`src/rtl/mmio_responder.sv`:
```
// rtl/mmio_responder.sv - I/O responder: HEX/LEDR/LEDG registers, synced KEY/SW reads with sticky key presses
// Optional debouncer on KEY/SW is enabled by defining MMIO_DEBOUNCE_EN.
module mmio_responder #(
  parameter int unsigned       DBITS           = 32,
  parameter logic [DBITS-1:0]  ADDR_HEX        = 32'hF0000000,
  parameter logic [DBITS-1:0]  ADDR_LEDR       = 32'hF0000004,
  parameter logic [DBITS-1:0]  ADDR_LEDG       = 32'hF0000008,
  parameter logic [DBITS-1:0]  ADDR_KEY        = 32'hF0000010,
  parameter logic [DBITS-1:0]  ADDR_SW         = 32'hF0000014,
  parameter int unsigned       DEBOUNCE_CYCLES = 500000,
  parameter int unsigned       DEB_BITS        = 20
) (
  input  logic             clk,
  input  logic             reset,
  input  logic [DBITS-1:0] addr,
  input  logic             wrtEn,
  input  logic [DBITS-1:0] wrtData,
  input  logic             rdEn,
  output logic [DBITS-1:0] rdData,
  output logic             ioHit,
  input  logic [3:0]       KEY,
  input  logic [9:0]       SW,
  output logic [9:0]       LEDR,
  output logic [7:0]       LEDG,
  output logic [6:0]       HEX0,
  output logic [6:0]       HEX1,
  output logic [6:0]       HEX2,
  output logic [6:0]       HEX3
);

  localparam int NIN = 14;

  logic w_hit_hex, w_hit_ledr, w_hit_ledg, w_hit_key, w_hit_sw;
  logic w_clr;
  logic [NIN-1:0] w_raw;
  logic [NIN-1:0] w_level;
  logic [NIN-1:0] w_level_nxt;
  logic w_unused;

  logic [15:0]    r_hex;
  logic [9:0]     r_ledr;
  logic [7:0]     r_ledg;
  logic [3:0]     r_press;
  logic [NIN-1:0] r_sync1;
  logic [NIN-1:0] r_sync2;

  assign w_hit_hex  = (addr == ADDR_HEX);
  assign w_hit_ledr = (addr == ADDR_LEDR);
  assign w_hit_ledg = (addr == ADDR_LEDG);
  assign w_hit_key  = (addr == ADDR_KEY);
  assign w_hit_sw   = (addr == ADDR_SW);
  assign ioHit      = w_hit_hex | w_hit_ledr | w_hit_ledg | w_hit_key | w_hit_sw;
  assign w_clr      = rdEn & w_hit_key;

  // Keys are inverted on entry so every input bit is 1 = active from here on.
  assign w_raw = {SW, ~KEY};

  always_ff @(posedge clk or posedge reset) begin
    if (reset) begin
      r_sync1 <= '0;
      r_sync2 <= '0;
    end else begin
      r_sync1 <= w_raw;
      r_sync2 <= r_sync1;
    end
  end

`ifdef MMIO_DEBOUNCE_EN
  localparam logic [DEB_BITS-1:0] LP_LAST = DEB_BITS'(DEBOUNCE_CYCLES - 1);

  logic [NIN-1:0]      r_deb;
  logic [DEB_BITS-1:0] r_cnt [NIN];
  logic [DEB_BITS-1:0] w_cnt_nxt [NIN];

  always_comb begin
    for (int i = 0; i < NIN; i++) begin
      w_level_nxt[i] = r_deb[i];
      w_cnt_nxt[i]   = '0;
      if (r_sync2[i] != r_deb[i]) begin
        if (r_cnt[i] == LP_LAST) w_level_nxt[i] = r_sync2[i];
        else                     w_cnt_nxt[i]   = r_cnt[i] + 1'b1;
      end
    end
  end

  always_ff @(posedge clk or posedge reset) begin
    if (reset) begin
      r_deb <= '0;
      for (int i = 0; i < NIN; i++) r_cnt[i] <= '0;
    end else begin
      r_deb <= w_level_nxt;
      for (int i = 0; i < NIN; i++) r_cnt[i] <= w_cnt_nxt[i];
    end
  end

  assign w_level  = r_deb;
  assign w_unused = ^wrtData[DBITS-1:16];
`else
  assign w_level     = r_sync2;
  assign w_level_nxt = r_sync1;
  assign w_unused    = ^{wrtData[DBITS-1:16], 32'(DEBOUNCE_CYCLES), 32'(DEB_BITS)};
`endif

  always_ff @(posedge clk or posedge reset) begin
    if (reset) begin
      r_hex   <= '0;
      r_ledr  <= '0;
      r_ledg  <= '0;
      r_press <= '0;
    end else begin
      if (wrtEn && w_hit_hex)  r_hex  <= wrtData[15:0];
      if (wrtEn && w_hit_ledr) r_ledr <= wrtData[9:0];
      if (wrtEn && w_hit_ledg) r_ledg <= wrtData[7:0];
      // A new rising level beats a clear-on-read on the same edge.
      r_press <= (r_press & ~{4{w_clr}}) | (w_level_nxt[3:0] & ~w_level[3:0]);
    end
  end

  always_comb begin
    rdData = '0;
    if (w_hit_hex)  rdData = DBITS'(r_hex);
    if (w_hit_ledr) rdData = DBITS'(r_ledr);
    if (w_hit_ledg) rdData = DBITS'(r_ledg);
    if (w_hit_key)  rdData = DBITS'({r_press, w_level[3:0]});
    if (w_hit_sw)   rdData = DBITS'(w_level[13:4]);
  end

  function automatic logic [6:0] seg7(input logic [3:0] n);
    case (n)
      4'h0: seg7 = 7'h40;
      4'h1: seg7 = 7'h79;
      4'h2: seg7 = 7'h24;
      4'h3: seg7 = 7'h30;
      4'h4: seg7 = 7'h19;
      4'h5: seg7 = 7'h12;
      4'h6: seg7 = 7'h02;
      4'h7: seg7 = 7'h78;
      4'h8: seg7 = 7'h00;
      4'h9: seg7 = 7'h10;
      4'hA: seg7 = 7'h08;
      4'hB: seg7 = 7'h03;
      4'hC: seg7 = 7'h46;
      4'hD: seg7 = 7'h21;
      4'hE: seg7 = 7'h06;
      default: seg7 = 7'h0E;
    endcase
  endfunction

  assign LEDR = r_ledr;
  assign LEDG = r_ledg;
  assign HEX0 = seg7(r_hex[3:0]);
  assign HEX1 = seg7(r_hex[7:4]);
  assign HEX2 = seg7(r_hex[11:8]);
  assign HEX3 = seg7(r_hex[15:12]);

endmodule
```
`config.mk`:
```
export PLATFORM = sky130hd
export DESIGN_NAME = mmio_responder
export DESIGN_NICKNAME = d
export VERILOG_FILES = /design/src/rtl/mmio_responder.sv
export SDC_FILE = /design/constraint.sdc
export NUM_CORES = 1
export LEC_CHECK = 0
export ABC_CLOCK_PERIOD_IN_PS = 1900
export BUFFER_PORTS_ARGS = -buffer_cell sky130_fd_sc_hd__clkbuf_2
export CAP_MARGIN = 10
export CORE_UTILIZATION = 38
export DETAILED_ROUTE_END_ITERATION = 10
export PLACE_DENSITY = 0.61
export SETUP_SLACK_MARGIN = 0.4
export SLEW_MARGIN = 20
export SYNTH_ARGS = -nofsm -noshare
export SYNTH_HDL_FRONTEND = slang
export SYNTH_SLANG_ARGS = --single-unit
```
`constraint.sdc`:
```
create_clock -name clk -period 1.9 [get_ports clk]
set_input_delay 0 -clock clk [delete_from_list [all_inputs] [get_ports clk]]
set_output_delay 0 -clock clk [all_outputs]
set_load 0.1 [all_outputs]
```
# Word-level counts from Yosys, hierarchy flattened
# Memory sizes are Yosys's and may differ from the RTL's.
# Index checks and enable logic that the tools add are counted.
totals:
  reg_bits: 66
  mem_bits_ro: 448
  elab_cells: 34
  memories: 4
  input_bits: 82
memory_table:
  columns: ["memory", "depth", "width", "read_ports", "rd_clocked_by_memory_dff", "write_ports", "line_no", "source"]
  rows:
  - ["(no name shown)", 16, 7, 1, 0, 0, "129", "case (n)"]
  - ["(no name shown)", 16, 7, 1, 0, 0, "129", null]
  - ["(no name shown)", 16, 7, 1, 0, 0, "129", null]
  - ["(no name shown)", 16, 7, 1, 0, 0, "129", null]
classes:
  n_eq_ne: 5
  n_reduce_logical: 3
  muxes: 5
  n_bitwise: 11
ops:
  columns: ["operator", "n"]
  rows:
  - ["$eq A32 B32 Y1 const B", 5]
  - ["$mux W32", 4]
  - ["$mux W16", 1]
  - ["$not A4 Y4", 3]
  - ["$and A4 B4 Y4", 2]
  - ["$or A1 B1 Y1", 4]
  - ["$or A4 B4 Y4", 1]
  - ["$logic_and A1 B1 Y1", 3]
  - ["$and A1 B1 Y1", 1]

# Depth between registers and ports, before layout
logic_depth:
  word_depth: 6
  mapped_depth: 6

# Worst setup path before layout
# No wires, ideal clock.
synth_timing:
  path_kind: "in2out"
  startpoint: "input addr[20]"
  endpoint: "output rdData[1]"
  path_stages: 4
  t_required_ns: 1.900
  slack_ns: -1.672
  t_arrival_ns: 3.572
  path_cell_list: "or4_1 > nor4_4 > nand2_1 > a211oi_1"
synth_between:
  elab_chain_cells: 6
  word_cells_on_any_way: 10
synth_lines:
  columns: ["element", "line_no", "source"]
  rows:
  - ["start: declaration", "15", "input logic [DBITS-1:0] addr,"]
  - ["$eq A32 B32 Y1", "47", "assign w_hit_hex = (addr == ADDR_HEX);"]
  - ["$mux W16", "121", "if (w_hit_hex) rdData = DBITS'(r_hex);"]
  - ["$mux W32", "122", "if (w_hit_ledr) rdData = DBITS'(r_ledr);"]
  - ["$mux W32", "123", "if (w_hit_ledg) rdData = DBITS'(r_ledg);"]
  - ["$mux W32", "124", "if (w_hit_key) rdData = DBITS'({r_press, w_level[3:0]});"]
  - ["$mux W32 *", "125", "if (w_hit_sw) rdData = DBITS'(w_level[13:4]);"]
  - ["end: declaration", "19", "output logic [DBITS-1:0] rdData,"]
# Mark *: on every way between the ends. The rest lies on a longest branch, timed or not.

# Worst setup path in the final report
layout_timing:
  startpoint: "register r_hex[4]"
  endpoint: "output HEX1[3]"
layout_between:
  elab_chain_cells: 1
layout_lines:
  columns: ["element", "line_no", "source"]
  rows:
  - ["start: declaration", "40", "logic [15:0] r_hex;"]
  - ["start signal: assignment", "111", "if (wrtEn && w_hit_hex) r_hex <= wrtData[15:0];"]
  - ["$mem_v2 Z16 W7", null, null]
  - ["end: declaration", "26", "output logic [6:0] HEX1,"]
# Every way passes these cells.

==> results by group <==
Logic synthesis
  • Yosys warning total: 0
  • Leading area contributor after synthesis: dfrtp_1
  • Top-area cell type share of the netlist area: 42.0%
  • Asr flop ratio synth: 100%
  • EDFF count, synth: 0
  • Syn Area/Cell: 10.5 µm²
  • Ys flop type: dfrtp_1
  • Synth Register Bits: 66
  • Synth Instances: 374
  • Synth cell types: 46
  • Synthesized cell area: 3930 µm²
  • Sequential cell area fraction in the yosys report: 42.0%
  • Top cells by area, synth: dfrtp_1 (42%), mux2_2 (11%), ha_1 (7.6%)

Detailed routing
  • Via density: 5.03
  • Initial DRC Count: 93
  • Pre-antenna DRT Iters: 4
  • DRC Markers: 0
  • Via count: 3654
  • Avg WL per Cell: 17.1 µm
  • Antenna viol nets, final: 0
  • Total routed wirelength: 12400 µm

Setup path
  • RR Endpoint: r_hex[3]
  • Worst R2R Setup Slack: 0.88 ns
  • Slowest stage cell, crit path: mux4_2
  • Worst setup SP type: flop
  • Slowest stage delay, CP: 0.48 ns
  • RR Startpoint: r_hex[3]
  • Critical path type: reg -> out
  • R2R cell count: 2
  • CP max FO: 6
  • WP data arrival: 1.85 ns
  • Critical path capture point type: output pin
  • Worst path required time: 1.90 ns
  • CP cell instances: inv_4 > ha_4 > inv_2 > mux4_2 > buf_12

STA
  • Worst-margin pin slew: 0.581 ns
  • Pins Over Slew Limit: 0
  • RSZ-0062 raised after global routing: true
  • Setup TNS: 0 ns
  • Worst clock skew: 0.00344 ns
  • Setup WS post-layout: 0.0457 ns
  • Setup Viol. Count Final: 0
  • Tmin final: 1.85 ns
  • F_max: 0.539 GHz
  • Slew margin rel.: 61.2%
  • Final Hold Viols: 0
  • Final period utilization: 97.6%

Flow run
  • Max cap viols: 0

Power and ir drop
  • P_leak: 3.45 nW
  • Pwr Density: 398 nW/µm²
  • Max IR drop VDD: 0.494 mV

Place
  • Post-placement cell area: 5680 µm²
  • Worst slack, placed: 0.0605 ns
  • Dpl cells: 638
  • GP Congestion: 0.844
  • Post-DP HPWL: 7730 µm
  • Port Buffers: 128

Die
  • # rows: 36
  • DIE AREA: 10800 µm²
  • Ports: 161
  • Initial Util: 39.7%
  • CORE AREA: 9910 µm²
  • Die Y: 104 µm
  • Horiz. Die Dim: 104 µm

Final layout
  • Fin area: 7520 µm²
  • Share of layout cells above drive strength 1: 66.1%
  • Nets@finish: 694
  • Commonest non-fill, non-tap cells in the layout: clkbuf_2 (82), dfrtp_1 (45), buf_12 (36)
  • Inserted Diodes: 0
  • Non-filler cells, final: 726
  • Most common cell after layout, fill and taps aside: clkbuf_2
  • Area grow syn2layout: 91.2%
  • Fill count: 652

Min path
  • Worst Hold Launch: wrtEn
  • Hold Crit Depth: 4
  • Hold WC Path Type: in -> reg
  • Hold endpoint: LEDG[5]

Global routing
  • Gr usage total: 21.6%
  • Vias in the first global route: 3782
  • First-pass GRT wire length: 18500 µm
  • Initial antenna violation count: 0
  • Gr ovfl total: 0
  • Largest net degree at the start of global routing: 28

Clock tree
  • Root Buffer: clkbuf_8
  • Later-pin clock latency in the skew report: 0.35 ns
  • Clock Tree Buf Depth: 2
  • Total clock sinks: 66
  • CTS tree: built
  • Htree depth: 3
  • Clock-pin slew on the worst setup and hold paths: 0.07 ns
  • CTS Buf Count: 9

Status
  • Status: finished clean
==> power by group <==
| part | internal (mW) | total, mW | switching [mW] |
|---|---|---|---|
| logic | 0.118 | 0.363 | 0.245 |
| clock network | 0.616 | 1.19 | 0.571 |
| registers | 1.43 | 1.44 | 0.0113 |
| total | 2.17 | 3.00 | 0.828 |
==> state kept, by name, summed over array words and instances (netlist names) <==
name,cells
LEDG,8
LEDR,10
r_hex,16
r_press,4
r_sync1,14
r_sync2,14
==> cells in the mapped netlist, types with 3 or more instances <==
cell type / count
buf_4: 16
dfrtp_1: 66
nor3_1: 14
nor2b_1: 6
a32o_1: 3
mux4_2: 3
a22o_1: 6
mux2i_1: 18
and2_1: 6
a21oi_1: 6
a211oi_1: 7
inv_1: 25
nor2_1: 26
or3b_2: 3
o21ai_0: 20
nand2_1: 23
ha_1: 24
o22ai_1: 4
or4_1: 5
mux2_2: 38
o211a_1: 7
clkbuf_1: 17
==> how the worst max path moves through the flow <==
| stage | depth (start not counted) | start | endpoint | slack (ns) |
|---|---|---|---|---|
| 2_1_floorplan | 4 | addr[20] | rdData[1] | -0.35 |
| 3_3_place_gp | 8 | addr[20] | rdData[0] | 0.09 |
| 3_5_place_dp | 7 | addr[20] | LEDG[6] | 0.06 |
| 4_1_cts | 5 | r_hex[12] | HEX3[3] | 0.05 |
| 5_1_grt | 5 | r_hex[4] | HEX1[3] | -0.02 |
| 6_report | 5 | r_hex[4] | HEX1[3] | 0.05 |
==> worst max-delay path: cells and delay by family, from the launching register on <==
| kind | cells | cell delay, ns |
|---|---|---|
| mux | 1 | 0.48 |
| flops | 1 | 0.46 |
| buf+inv | 3 | 0.31 |
| fa+ha+maj | 1 | 0.26 |
==> kinds of logic after synthesis <==
| kind of cell | share of synthesized area, % |
|---|---|
| flops | 42.0 |
| mux | 17.2 |
| other cells | 0.0954 |
| fa+ha+maj | 7.64 |
| compound gates | 11.2 |
| buf+inv | 7.45 |
| simple gates | 14.5 |
==> metrics by stage <==
stage | utilization [%] | power, mW | hold slack [ns]
floorplan | - | 1.69 | 0.0314
global placement | 57.3 | 1.77 | 0.0790
detailed placement | 57.3 | 1.77 | 0.0767
CTS | 70.9 | 3.01 | 0.173
global route | 75.9 | 3.11 | 0.210
finish | 75.9 | 3.00 | 0.215
==> final cells by class <==
| cell class | count | area, µm² | share of cell area (%) |
|---|---|---|---|
| multi-input combinational | 263 | 3030 | 40.3 |
| timing repair buffer | 223 | 2320 | 30.9 |
| sequential | 66 | 1680 | 22.4 |
| tap | 133 | 166 | 2.21 |
| clock buffer | 9 | 124 | 1.65 |
| inverter | 25 | 118 | 1.56 |
| clock inverter | 7 | 77.6 | 1.03 |
==> per-layer routing <==
layer | GRT usage (%) | up-vias | share of wire (%)
li1 | - | 1713 | -
met1 | 26.3 | 1797 | 41
met2 | 37.9 | 122 | 53
met3 | 4.47 | 22 | 4.2
met4 | 7.76 | 0 | 1.8
met5 | 0 | - | 0
==> timing repair <==
| item | CTS | global route |
|---|---|---|
| setup endpoints to repair | 45 | 69 |
| hold endpoints to repair | 73 | 0 |
| pin swaps | 25 | 35 |
| setup buffers | 28 | 13 |
| gates resized for setup | 139 | 95 |
| hold buffers | 31 | 0 |
Note: power is estimated with default switching activity, not from simulation.
